<file path="src/rtl/soundpath_pkg.sv">
// Shared types and field widths for the soundpath control slice.
package soundpath_pkg;

    typedef enum logic [1:0] {
        IDLE      = 2'd0,
        WAIT_TICK = 2'd1,
        WAIT_DONE = 2'd2
    } ctrl_state_t;

    localparam int NOTE_W = 4;
    localparam int OCT_W  = 3;
    localparam int MODE_W = 2;

    localparam logic [NOTE_W-1:0] NOTE_MIN = 4'd1;
    localparam logic [NOTE_W-1:0] NOTE_MAX = 4'd12;

    function automatic logic note_ok(input logic [NOTE_W-1:0] note);
        return (note >= NOTE_MIN) && (note <= NOTE_MAX);
    endfunction

endpackage

</file>
<file path="src/rtl/sample_tick_gen.sv">
// Free-running sample-period counter; tick marks the last count of each period.
module sample_tick_gen #(
    parameter int SAMPLE_PERIOD = 256
) (
    input  logic                             tb_clk,
    input  logic                             tb_Rst_i,
    output logic [$clog2(SAMPLE_PERIOD)-1:0] tick_cnt,
    output logic                             tick
);

    localparam int CNT_W = $clog2(SAMPLE_PERIOD);
    localparam logic [CNT_W-1:0] LAST = CNT_W'(SAMPLE_PERIOD - 1);

    assign tick = (tick_cnt == LAST);

    always_ff @(posedge tb_clk or negedge tb_Rst_i) begin
        if (!tb_Rst_i)
            tick_cnt <= '0;
        else if (tick)
            tick_cnt <= '0;
        else
            tick_cnt <= tick_cnt + 1'b1;
    end

endmodule

</file>
<file path="src/rtl/soundpath_ctrl.sv">
// Sequences the soundpath: strobes samples, applies key commands between samples,
// and hands completed samples (or mute) to the PWM stage.
module soundpath_ctrl
    import soundpath_pkg::*;
#(
    parameter int SAMPLE_PERIOD = 256,
    parameter int DONE_TIMEOUT  = 200,
    parameter int SAMPLE_W      = 9,
    parameter int MUTE_VALUE    = 0
) (
    input  logic                tb_clk,
    input  logic                tb_Rst_i,
    input  logic                key_valid,
    input  logic                key_on,
    input  logic [NOTE_W-1:0]   key_note,
    input  logic [OCT_W-1:0]    key_octave,
    input  logic [MODE_W-1:0]   mode_sel,
    output logic                key_ready,
    output logic                sample_now,
    output logic [MODE_W-1:0]   sp_mode,
    output logic [NOTE_W-1:0]   sp_note,
    output logic [OCT_W-1:0]    sp_octave,
    input  logic [SAMPLE_W-1:0] sp_sample,
    input  logic                sp_done,
    output logic [SAMPLE_W-1:0] pwm_sample,
    output logic                pwm_load,
    output logic                active,
    output logic                timeout_err
);

    localparam int CNT_W  = $clog2(SAMPLE_PERIOD);
    localparam int WAIT_W = $clog2(DONE_TIMEOUT + 1);
    localparam logic [CNT_W-1:0]    PRE_LAST  = CNT_W'(SAMPLE_PERIOD - 2);
    localparam logic [WAIT_W-1:0]   DONE_LAST = WAIT_W'(DONE_TIMEOUT - 1);
    localparam logic [SAMPLE_W-1:0] MUTE      = SAMPLE_W'(MUTE_VALUE);

    ctrl_state_t       state, state_nxt;
    logic [CNT_W-1:0]  tick_cnt;
    logic              tick;
    logic [WAIT_W-1:0] wait_cnt;

    logic              slot_vld, slot_applied, slot_on;
    logic [NOTE_W-1:0] slot_note;
    logic [OCT_W-1:0]  slot_oct;

    logic              accept, accept_ok, cmd_pend, safe, apply;
    logic              cmd_on, apply_press, apply_rel, done_hit, expire;
    logic [NOTE_W-1:0] cmd_note;
    logic [OCT_W-1:0]  cmd_oct;

    sample_tick_gen #(.SAMPLE_PERIOD(SAMPLE_PERIOD)) u_tick (
        .tb_clk   (tb_clk),
        .tb_Rst_i (tb_Rst_i),
        .tick_cnt (tick_cnt),
        .tick     (tick)
    );

    assign key_ready = !slot_vld;
    assign active    = (state != IDLE);

    // A command arriving into an empty slot is applied straight from the inputs when safe.
    assign accept      = key_valid && key_ready;
    assign accept_ok   = accept && note_ok(key_note);
    assign cmd_pend    = (slot_vld && !slot_applied) || accept_ok;
    assign cmd_on      = slot_vld ? slot_on   : key_on;
    assign cmd_note    = slot_vld ? slot_note : key_note;
    assign cmd_oct     = slot_vld ? slot_oct  : key_octave;
    assign safe        = (state != WAIT_DONE) && !tick;
    assign apply       = cmd_pend && safe;
    assign apply_press = apply && cmd_on;
    assign apply_rel   = apply && !cmd_on && (cmd_note == sp_note) && (state != IDLE);
    assign done_hit    = (state == WAIT_DONE) && sp_done;
    assign expire      = (state == WAIT_DONE) && !sp_done && (wait_cnt == DONE_LAST);

    always_comb begin
        state_nxt = state;
        case (state)
            IDLE:      if (apply_press) state_nxt = WAIT_TICK;
            WAIT_TICK: begin
                if (tick)           state_nxt = WAIT_DONE;
                else if (apply_rel) state_nxt = IDLE;
            end
            WAIT_DONE: if (done_hit || expire) state_nxt = WAIT_TICK;
            default:   state_nxt = IDLE;
        endcase
    end

    // sample_now is registered one cycle early so it lands on the tick cycle itself.
    always_ff @(posedge tb_clk or negedge tb_Rst_i) begin
        if (!tb_Rst_i) begin
            state        <= IDLE;
            sample_now   <= 1'b0;
            sp_mode      <= '0;
            sp_note      <= '0;
            sp_octave    <= '0;
            pwm_sample   <= MUTE;
            pwm_load     <= 1'b0;
            timeout_err  <= 1'b0;
            slot_vld     <= 1'b0;
            slot_applied <= 1'b0;
        end else begin
            state      <= state_nxt;
            sample_now <= (tick_cnt == PRE_LAST) && (state_nxt == WAIT_TICK);
            pwm_load   <= 1'b0;
            if (safe)
                sp_mode <= mode_sel;
            if (apply_press) begin
                sp_note   <= cmd_note;
                sp_octave <= cmd_oct;
            end
            if (done_hit) begin
                pwm_sample <= sp_sample;
                pwm_load   <= 1'b1;
            end else if (apply_rel) begin
                pwm_sample <= MUTE;
                pwm_load   <= 1'b1;
            end
            if (expire)
                timeout_err <= 1'b1;
            else if (accept)
                timeout_err <= 1'b0;
            if (slot_applied) begin
                slot_vld     <= 1'b0;
                slot_applied <= 1'b0;
            end else if (apply) begin
                slot_vld     <= 1'b1;
                slot_applied <= 1'b1;
            end else if (accept_ok) begin
                slot_vld     <= 1'b1;
                slot_applied <= 1'b0;
            end
        end
    end

    always_ff @(posedge tb_clk) begin
        if (accept_ok) begin
            slot_on   <= key_on;
            slot_note <= key_note;
            slot_oct  <= key_octave;
        end
        if ((state == WAIT_TICK) && tick)
            wait_cnt <= '0;
        else if (state == WAIT_DONE)
            wait_cnt <= wait_cnt + 1'b1;
    end

endmodule
</file>
<file path="config.mk">
export PLATFORM = sky130hd
export DESIGN_NAME = soundpath_ctrl
export DESIGN_NICKNAME = d
export VERILOG_FILES = /design/src/rtl/soundpath_pkg.sv /design/src/rtl/sample_tick_gen.sv /design/src/rtl/soundpath_ctrl.sv
export SDC_FILE = /design/constraint.sdc
export NUM_CORES = 1
export LEC_CHECK = 0
export ABC_CLOCK_PERIOD_IN_PS = 2900
export CELL_PAD_IN_SITES_DETAIL_PLACEMENT = 1
export CELL_PAD_IN_SITES_GLOBAL_PLACEMENT = 2
export CORE_MARGIN = 2
export CORE_UTILIZATION = 32
export CTS_CLUSTER_DIAMETER = 30
export DETAILED_ROUTE_END_ITERATION = 8
export GPL_TIMING_DRIVEN = 0
export PLACE_DENSITY = 0.84
export SLEW_MARGIN = 15
export SYNTH_ARGS = -nofsm -noshare
export SYNTH_HDL_FRONTEND = slang
export SYNTH_HIERARCHICAL = 1
export SYNTH_SLANG_ARGS = --single-unit
</file>
<file path="constraint.sdc">
create_clock -name tb_clk -period 2.9 [get_ports tb_clk]
set_clock_uncertainty 0.2 [all_clocks]
set_input_delay 0.435 -clock tb_clk [delete_from_list [all_inputs] [get_ports tb_clk]]
set_output_delay 0.435 -clock tb_clk [all_outputs]
set_load 0.01 [all_outputs]
</file>
* Yosys cells after proc, flatten, opt, wreduce, memory -nomap -nowiden
Index checks and enable logic that the tools add are counted.
Word-level totals: bits in registers 49, latch bits 0, memory bits (writable) 0, bits in read-only memories 0, output and inout port bits 23, logic and storage cells 74, memories 0
Cells by class: add/subtract/negate cells 2, multiply operators 0, div/mod/pow operators 0, order comparisons 2, equal/unequal tests 8, shift operators 0, mux-type cells 20, bitwise gates (word level) 0, reduce and logical (&&, ||, !) cells 27
Operator list (count):
- $eq 8x8->1 const B | 3
- $mux 9 | 2
- $add 8x1->8 const B | 2
- $logic_and 1x1->1 | 15
- $mux 1 | 10
- $mux 2 | 4
- $mux 8 | 1
- $pmux 2 s3 | 1
- $reduce_bool 2->1 | 3
- $logic_not 1->1 | 5
- $eq 2x1->1 const B | 2
- $eq 4x4->1 | 1
- $ge 4x1->1 const B | 1
- $le 4x4->1 const B | 1
- $mux 4 | 1
- $mux 3 | 1
- $reduce_bool 3->1 | 1
- $eq 2x2->1 const B | 1
- $logic_not 2->1 | 1
- $logic_or 1x1->1 | 2
- $ne 2x2->1 const B | 1

* Longest topological paths before layout
Gate-level depths: netlist of run 1.
depth in word-level cells 13, depth in mapped cells 7, gate-level depth less buffers 6

* By module
Netlist of run 1, hierarchy kept.
Modules (own cells, without submodules):
- soundpath_ctrl | times used 1, cells an instance 166, area an instance 1828.0 µm², sequential area each 1026.0 µm²
- sample_tick_gen | times used 1, cells an instance 29, area an instance 342.8 µm², sequential area each 200.2 µm²

* Worst setup path before layout of run 1
OpenSTA, ideal clock, no wires.
path kind reg-to-reg, start register u_tick.tick_cnt[0], end register sample_now, arrival time 1.794 ns, setup slack 0.824 ns, stages on the path, launching flop included 8, cell sequence dfrtp_1 -> ha_1 -> nand2_1 -> nor3_2 -> and3b_1 -> clkbuf_1 -> or4_1 -> a31oi_1
On the way: longest elaborated chain between the ends 12
Ends and longest elaborated chain:
- start, declared | RTL line sample_tick_gen.sv:7 | output logic [$clog2(SAMPLE_PERIOD)-1:0] tick_cnt,
- start signal, assigned | RTL line sample_tick_gen.sv:22 | tick_cnt <= tick_cnt + 1'b1;
- $eq 8x8->1 * | RTL line sample_tick_gen.sv:14 | assign tick = (tick_cnt == LAST);
- named net tick | RTL line soundpath_ctrl.sv:39 | logic tick;
- $logic_not 1->1 | RTL line soundpath_ctrl.sv:68 | assign safe = (state != WAIT_DONE) && !tick;
- $logic_and 1x1->1 | RTL line soundpath_ctrl.sv:68
- $logic_and 1x1->1 | RTL line soundpath_ctrl.sv:69 | assign apply = cmd_pend && safe;
- $logic_and 1x1->1 (3 in a row) | RTL line soundpath_ctrl.sv:71 | assign apply_rel = apply && !cmd_on && (cmd_note == sp_note) && (state != IDLE);
- $mux 2 | RTL line soundpath_ctrl.sv:81 | else if (apply_rel) state_nxt = IDLE;
- $mux 2 | RTL line soundpath_ctrl.sv:80 | if (tick) state_nxt = WAIT_DONE;
- $pmux 2 s3 * | RTL line soundpath_ctrl.sv:77 | case (state)
- $eq 2x1->1 * | RTL line soundpath_ctrl.sv:103 | sample_now <= (tick_cnt == PRE_LAST) && (state_nxt == WAIT_TICK);
- $logic_and 1x1->1 * | RTL line soundpath_ctrl.sv:103
- end signal, assigned | RTL line soundpath_ctrl.sv:103
- end, declared | RTL line soundpath_ctrl.sv:19 | output logic sample_now,
The timed path passes the listed nets; every way through them passes the cells marked *. A chain may end at the register's enable or synchronous reset.

* Worst setup path after layout of run 1
Same ends and word-level chain as after synthesis.

==> results of run 1 <==
==> cells by family after synthesis <==
logic type,share of synthesized area [%]
compound gates,8.88
xor+xnor,5.65
fa+ha+maj,1.15
buf+inv,1.79
flops,56.5
mux,5.36
simple gates,20.7
==> metrics by stage <==
| stage | worst slack (ns) | instance area [um^2] |
|---|---|---|
| 2_1_floorplan | 0.824 | 2170 |
| 3_3_place_gp | 0.276 | 2720 |
| 3_5_place_dp | 0.283 | 2740 |
| 4_1_cts | 0.468 | 2840 |
| 5_1_grt | 0.295 | 2840 |
| 6_report | 0.519 | 2840 |
==> flip-flops by register name (all words and copies together), names as in the netlist, 2 cells and up <==
| name | flops |
|---|---|
| sp_note | 4 |
| u_tick/tick_cnt | 8 |
| wait_cnt | 8 |
| state | 2 |
| slot_oct | 3 |
| pwm_sample | 9 |
| sp_mode | 2 |
| sp_octave | 3 |
| slot_note | 4 |
==> placed cells by master, fill, tap and decap left out, types with 2 or more instances in the layout <==
master,netlist,layout
clkdlybuf4s50_1,0,44
or4_1,2,2
o21ai_1,15,15
mux2_2,2,2
clkinv_2,0,2
and3_1,2,2
nor3_1,5,5
xnor2_1,2,2
ha_1,2,2
nand4_1,5,5
nand3_1,3,3
xor2_1,12,12
mux2i_1,8,8
or2_2,2,2
edfxtp_1,8,8
o21ai_0,5,5
a21oi_1,5,5
a211o_1,2,2
buf_2,1,2
or3_1,2,2
dfxtp_1,8,8
inv_1,2,2
nand2_1,34,34
nor2_1,11,11
or2_1,2,2
dfrtp_1,33,33
clkbuf_8,0,5
==> final timing paths <==
check                                                  start                   endpoint  depth (start not counted)
worst min-delay path                  slot_applied$_DFF_PN0_       slot_vld$_DFFE_PN0P_                          1
worst max-delay path            u_tick/tick_cnt[0]$_DFF_PN0_       sample_now$_DFF_PN0_                          7
max in group asynchronous                           tb_Rst_i       sample_now$_DFF_PN0_                          3
worst min register to register        slot_applied$_DFF_PN0_       slot_vld$_DFFE_PN0P_                          1
worst max register to register  u_tick/tick_cnt[0]$_DFF_PN0_       sample_now$_DFF_PN0_                          7
min in group asynchronous                           tb_Rst_i  pwm_sample[2]$_DFFE_PN0P_                          2
==> what timing repair did <==
action / 4_1_cts / 5_1_grt
setup buffers: 0 / 0
hold endpoints to repair: 14 / 0
setup endpoints to repair: 0 / 0
hold buffers: 1 / 0
==> area by class of cell <==
class | instances | area (um^2) | share of cell area (%)
Sequential cell | 49 | 1230 | 43.2
Multi-Input combinational cell | 139 | 906 | 31.9
Timing Repair Buffer | 47 | 483 | 17.0
Tap cell | 80 | 100 | 3.52
Clock buffer | 5 | 68.8 | 2.42
Buffer | 4 | 27.5 | 0.969
Clock inverter | 3 | 17.5 | 0.617
Inverter | 3 | 11.3 | 0.396
==> layer usage <==
layer  GRT usage [%]  part of all wire, %  wire length, um  up-vias
met5               0                    0                0        -
met3            3.05                  3.8              175        5
met1            17.7                   48             2220      796
met4            3.41                  1.0               46        0
li1                -                    -                -      792
met2            21.8                   47             2170       31
==> worst max-delay path: cells and delay by family (launching register included) <==
kind | cells | cell delay (ns)
simple gates | 4 | 1.03
flops | 1 | 0.41
buf+inv | 1 | 0.35
fa+ha+maj | 1 | 0.23
compound gates | 1 | 0.04
==> report_power, final <==
part | internal, mW | total [mW] | leakage [nW] | switching [mW]
logic | 0.363 | 0.675 | 0.599 | 0.312
registers | 0.830 | 0.909 | 0.557 | 0.0797
clock network | 0.167 | 0.396 | 0.0439 | 0.229
total | 1.36 | 1.98 | 1.20 | 0.621
==> results.txt, run 1 <==
----------------------------------------------------
[Timing]
  Final setup viols ... 0
  Transition time at the pin with the least slew margin ... 0.683 ns
  Max-slew violations ... 0
  Final period demand of the worst path ... 2.38 ns
  Final sum of negative setup slack ... 0 ns
  Final hold slack ... ~0.25 ns
  Headroom to the max-slew limit ... 54.3%
  Highest attainable clock frequency ... 420 MHz
  Setup repair after global routing missed its margin ... no
  Final clock period utilization by the worst path ... 82.1%
  Number of hold violations in the final report ... 0

[Min path]
  Worst hold-check path type ... reg2reg

[Setup path]
  Delay of the slowest critical-path stage ... 0.50 ns
  Worst reg-to-reg setup slack ... about 0.52 ns
  Cell Chain, Critical Path ... ha_1 -> nand2_1 -> nor3_2 -> and3b_1 -> clkbuf_1 -> or4_1 -> a31oi_1
  Cell with the biggest individual delay on the critical path ... nor3_2
  Worst-path maximum fanout ... 10
  WP data arrival ... 2.36 ns
  Critical path required time ... 2.88 ns
  Sort of element at the start of the critical path ... register
  CP endpoint kind ... register
  Category of the most critical setup path ... reg2reg

[Drt]
  Via count ... 1624
  DR DRC count ... 0
  Total iterations of the first detailed-routing run ... 6
  Final routed wire length divided by cell count ... 14.0 um
  Wirelength, routed ... between 4000 and 5000 um
  Via/cell ratio ... 4.92
  Starting DRT DRC Count ... 62
  Number of routed nets with antenna violations ... 0

[Global route]
  Wire length of the first global-routing pass ... around 7900 um
  Total grt overflow ... 0
  Initial antenna violation count ... 0
  All-Layer GR Usage ... 13.3%
  Via count of the first global-routing pass ... 1650
  Largest net degree at the start of global routing ... 20

[Final layout]
  Share of final-layout standard cells stronger than drive strength 1 ... 10.4%
  Share of the core filled with cells in the final layout ... 42.5%
  Number of nets in the layout ... about 270
  Antenna cell count ... 0
  Area added between synthesis and finish ... 30.8%
  Post-layout instance count excluding filler cells ... 330
  Fill count ... 729

[Clocking]
  Insertion delay of the later-clocked pin in the worst-skew pair ... ~0.30 ns
  Clock root cell ... clkbuf_8
  CTS tree ... done
  Resized cells post-CTS ... 0
  Max Root-Sink Buffers ... 2
  Count of clock tree sinks ... 49
  H-tree depth ... 2
  Number of buffers added by the clock tree synthesis step ... 5
  Clock transition at path regs ... ~0.090 ns

[Synthesis]
  Mean instance size in the synthesized netlist ... 11.1 um^2
  Register bit count reported by yosys ... 49
  Share of Yosys cell area claimed by the top area cell type ... 38.0%
  Share of synthesized area occupied by flip-flops and latches ... 56.5%
  Syn nets ... 220
  Library cell with the highest instance count after synthesis ... nand2_1
  Number of distinct library cells after synthesis ... 46
  Cells taking the most area after synthesis ... dfrtp_1 (38%), edfxtp_1 (11%), dfxtp_1 (7.4%)
  Warnings from Yosys ... 6
  Leading area contributor after synthesis ... dfrtp_1
  Most frequent cells after synthesis ... nand2_1 (34), dfrtp_1 (33), o21ai_1 (15), xor2_1 (12), nor2_1 (11)
  Share of synthesized registers carrying an async set or reset ... approximately two thirds
  Cell count after synthesis ... around 200
  Primary flip-flop cell chosen by synthesis mapping ... dfrtp_1
  Post-Syn Area ... roughly 0.0022 mm^2
  EDFF count, synth ... 8

[Power and ir drop]
  Final Power ... approximately 2 mW
  Worst supply voltage drop on vdd ... 0.000225 V
  Leak ... between 1 and 1.5 nW
  Cell Pwr Density ... 697 mW/mm^2

[Floorplan]
  Area of the die ... 0.00746 mm^2
  Number of rows in the core area ... 30
  Boundary pin count ... 46
  Die Wd ... 86.4 um
  Starting utilization of the core area ... 32.5%
  Die Ht ... ~86 um
  Std-Cell Core Area ... between 0.006 and 0.007 mm^2

[Place]
  Placed Cells incl. Taps ... between 300 and 400
  PortBufs ... 45
  Final estimated routing congestion in global placement ... around 0.69
  DP HPWL ... about 3500 um

[Flow run]
  # Max-Cap Violations ... 0

[Status]
  Run status ... finished, final reports clean

----------------------------------------------------
No activity file was read; power rests on OpenSTA's default activity.
==> run 2: changes to the inputs <==
--- a/config.mk
+++ b/config.mk
@@ -5,7 +5,7 @@
 export SDC_FILE = /design/constraint.sdc
 export NUM_CORES = 1
 export LEC_CHECK = 0
-export ABC_CLOCK_PERIOD_IN_PS = 2900
+export ABC_CLOCK_PERIOD_IN_PS = 2300
 export CELL_PAD_IN_SITES_DETAIL_PLACEMENT = 1
 export CELL_PAD_IN_SITES_GLOBAL_PLACEMENT = 2
 export CORE_MARGIN = 2
==> constraint.sdc (replaced) <==
create_clock -name tb_clk -period 2.3 [get_ports tb_clk]
set_clock_uncertainty 0.2 [all_clocks]
set_input_delay 0.345 -clock tb_clk [delete_from_list [all_inputs] [get_ports tb_clk]]
set_output_delay 0.345 -clock tb_clk [all_outputs]
set_load 0.01 [all_outputs]
==> results.txt, run 2 (synthesis gave the netlist of run 1 again) <==
----------------------------------------------------
[Clocking]
  H-tree depth ... 2 (unchanged)
  Number of buffers added by the clock tree synthesis step ... 5 (unchanged)
  Insertion delay of the later-clocked pin in the worst-skew pair ... 0.30 ns (about the same)
  CTS tree ... done (unchanged)
  Clock root cell ... clkbuf_8 (unchanged)
  Count of clock tree sinks ... 49 (unchanged)
  Clock transition at path regs ... 0.09 ns (about the same)
  Max Root-Sink Buffers ... 2 (unchanged)

[Drt]
  Total iterations of the first detailed-routing run ... 4 (was 6)
  Final routed wire length divided by cell count ... 13.9 um (was 14.0 um)
  Via/cell ratio ... 4.86 (was 4.92)
  Starting DRT DRC Count ... 70 (was 62)
  Via count ... 1604 (was 1624)
  Number of routed nets with antenna violations ... 0 (unchanged)
  DR DRC count ... 0 (unchanged)
  Wirelength, routed ... 4600 um (was 4620 um)

[Setup path]
  Category of the most critical setup path ... in2reg (was reg2reg)
  Worst-path maximum fanout ... 10 (unchanged)
  Worst reg2reg startpoint ... u_tick/tick_cnt[0]$_DFF_PN0_ (unchanged)
  Crit Reg-Reg Endpoint ... sample_now$_DFF_PN0_ (unchanged)
  WP data arrival ... 2.17 ns (was 2.36 ns)
  Worst reg-to-reg setup slack ... 0.13 ns (was 0.52 ns)
  FF-to-FF path depth ... 6 (was 7)
  Critical path required time ... 2.29 ns (was 2.88 ns)
  CP endpoint kind ... register (unchanged)
  Sort of element at the start of the critical path ... primary input (was register)

[Floorplan]
  Die Ht ... 86.4 um (unchanged)
  Std-Cell Core Area ... 0.00668 mm^2 (unchanged)
  Die Wd ... 86.4 um (unchanged)
  Boundary pin count ... 46 (unchanged)
  Starting utilization of the core area ... 32.5% (unchanged)
  Number of rows in the core area ... 30 (unchanged)
  Area of the die ... 0.00746 mm^2 (unchanged)

[Final layout]
  Register with the highest flop count ... pwm_sample (unchanged)
  Number of nets in the layout ... 274 (unchanged)
  Cell area after layout ... 0.00286 mm^2 (was 0.00284 mm^2)
  Leading registers by flop count ... pwm_sample (9), u_tick/tick_cnt (8), wait_cnt (8) (unchanged)
  Most common library cell in the layout ignoring fill and taps ... clkdlybuf4s50_1 (unchanged)
  Area added between synthesis and finish ... 31.9% (was 30.8%)
  Number of flip-flops under the largest register name ... 9 (unchanged)
  Post-layout instance count excluding filler cells ... 330 (unchanged)
  Fill count ... 729 (unchanged)
  Share of final-layout standard cells stronger than drive strength 1 ... 11.2% (was 10.4%)
  Highest-count cells in the layout ignoring fill and taps ... clkdlybuf4s50_1 (44), nand2_1 (34), dfrtp_1 (33) (unchanged)
  Antenna cell count ... 0 (unchanged)

[Flow run]
  # Max-Cap Violations ... 0 (unchanged)

[Timing]
  Number of hold violations in the final report ... 0 (unchanged)
  Max-slew violations ... 0 (unchanged)
  Final setup viols ... 0 (unchanged)
  Transition time at the pin with the least slew margin ... 0.682 ns (was 0.683 ns)
  Setup repair after global routing missed its margin ... no (unchanged)
  Final period demand of the worst path ... 2.18 ns
  Final clock period utilization by the worst path ... approximately 95%
  Headroom to the max-slew limit ... 54.3% (about the same)
  Highest attainable clock frequency ... roughly 460 MHz

[Power and ir drop]
  Worst supply voltage drop on vdd ... 0.000313 V (was 0.000225 V)
  Leak ... 1.22 nW (was 1.20 nW)
  Final Power ... 2.50 mW (was 1.98 mW)
  Cell Pwr Density ... 873 mW/mm^2 (was 697 mW/mm^2)

[Place]
  Final estimated routing congestion in global placement ... 0.689 (unchanged)
  Placed Cells incl. Taps ... 321 (unchanged)
  PortBufs ... 45 (unchanged)
  Cell area reported after detailed placement ... 0.00274 mm^2 (unchanged)
  DP HPWL ... 3450 um (unchanged)

[Min path]
  Endpoint, Worst Hold ... slot_vld$_DFFE_PN0P_ (unchanged)
  Cell count of the worst hold path ... 1 (unchanged)
  Min-delay src ... slot_applied$_DFF_PN0_ (unchanged)
  Worst hold-check path type ... reg2reg (unchanged)

[Global route]
  Total grt overflow ... 0 (unchanged)
  Initial antenna violation count ... 0 (unchanged)
  All-Layer GR Usage ... 13.3% (about the same)
  Largest net degree at the start of global routing ... 20 (unchanged)
  Wire length of the first global-routing pass ... 7890 um (was 7870 um)
  Via count of the first global-routing pass ... 1652 (was 1650)

[Status]
  Run status ... finished, final reports clean (unchanged)

----------------------------------------------------
run 2: cell types whose count changed in the layout (fill, tap and decap cells not counted), sizes merged:
cell    change
clkbuf      -1
buf         +1
run 2: metal layers:
layer / global-route usage [%] / vias to the layer above / share of wire, %
li1: - / 792 / -
met1: 17.8 / 778 / 48
met2: 21.9 / 29 / 47
met3: 3.05 / 5 / 3.7
met4: 3.41 / 0 / 1.0
met5: 0 / - / 0
run 2: worst max-delay path by stage:
stage | start | end | slack, ns | depth (start not counted)
floorplan | u_tick/tick_cnt[0]$_DFF_PN0_ | sample_now$_DFF_PN0_ | 0.22 | 7
global placement | key_note[1] | pwm_sample[7]$_DFFE_PN0P_ | -0.23 | 6
detailed placement | key_note[2] | pwm_sample[7]$_DFFE_PN0P_ | -0.23 | 6
CTS | slot_vld$_DFFE_PN0P_ | pwm_sample[7]$_DFFE_PN0P_ | 0.06 | 6
global route | u_tick/tick_cnt[0]$_DFF_PN0_ | sample_now$_DFF_PN0_ | 0.004 | 6
finish | key_note[2] | pwm_load$_DFF_PN0_ | 0.12 | 7
run 2: cell type report:
type / instances / area (um^2) / share of cell area (%)
plain buffers: 3 / 23.8 / 0.830
clock buffers: 5 / 68.8 / 2.40
clock inverters: 3 / 17.5 / 0.612
inverters: 3 / 11.3 / 0.393
multi-input cells: 139 / 913 / 31.9
flip-flops and latches: 49 / 1230 / 42.8
well taps: 80 / 100 / 3.49
repair buffers: 48 / 503 / 17.6
run 2: critical path, stage by stage:
cell             delay, ns
clkdlybuf4s50_1       0.50
or4_1                 0.56
nand4_2               0.14
a211o_1               0.21
nor3b_4               0.07
buf_12                0.14
or2_1                 0.20
run 2: stage by stage:
step	worst slack, ns	TNS, ns	utilization (%)	hold slack (ns)
after global placement	-0.234	-7.36	40.7	0.234
after CTS	0.0606	0	42.5	0.257
final	0.122	0	42.9	0.253
after floorplan	0.224	0	-	-0.151
after detailed placement	-0.227	-3.40	41.1	0.109
after global routing	0.00381	0	42.9	0.282
run 2: repair_timing:
action / CTS / global route
hold buffers: 1 / 0
pin swaps: 0 / 1
gates resized for setup: 1 / 1
endpoints found under the hold margin: 14 / 0
setup buffers: 0 / 1
gates cloned: 0 / 0
setup endpoints to repair: 2 / 10
run 2: power by group:
part / internal, mW / total [mW] / switching [mW] / leakage [nW]
clock: 0.210 / 0.497 / 0.287 / 0.0439
sequential: 1.05 / 1.15 / 0.101 / 0.557
combinational: 0.463 / 0.856 / 0.393 / 0.622
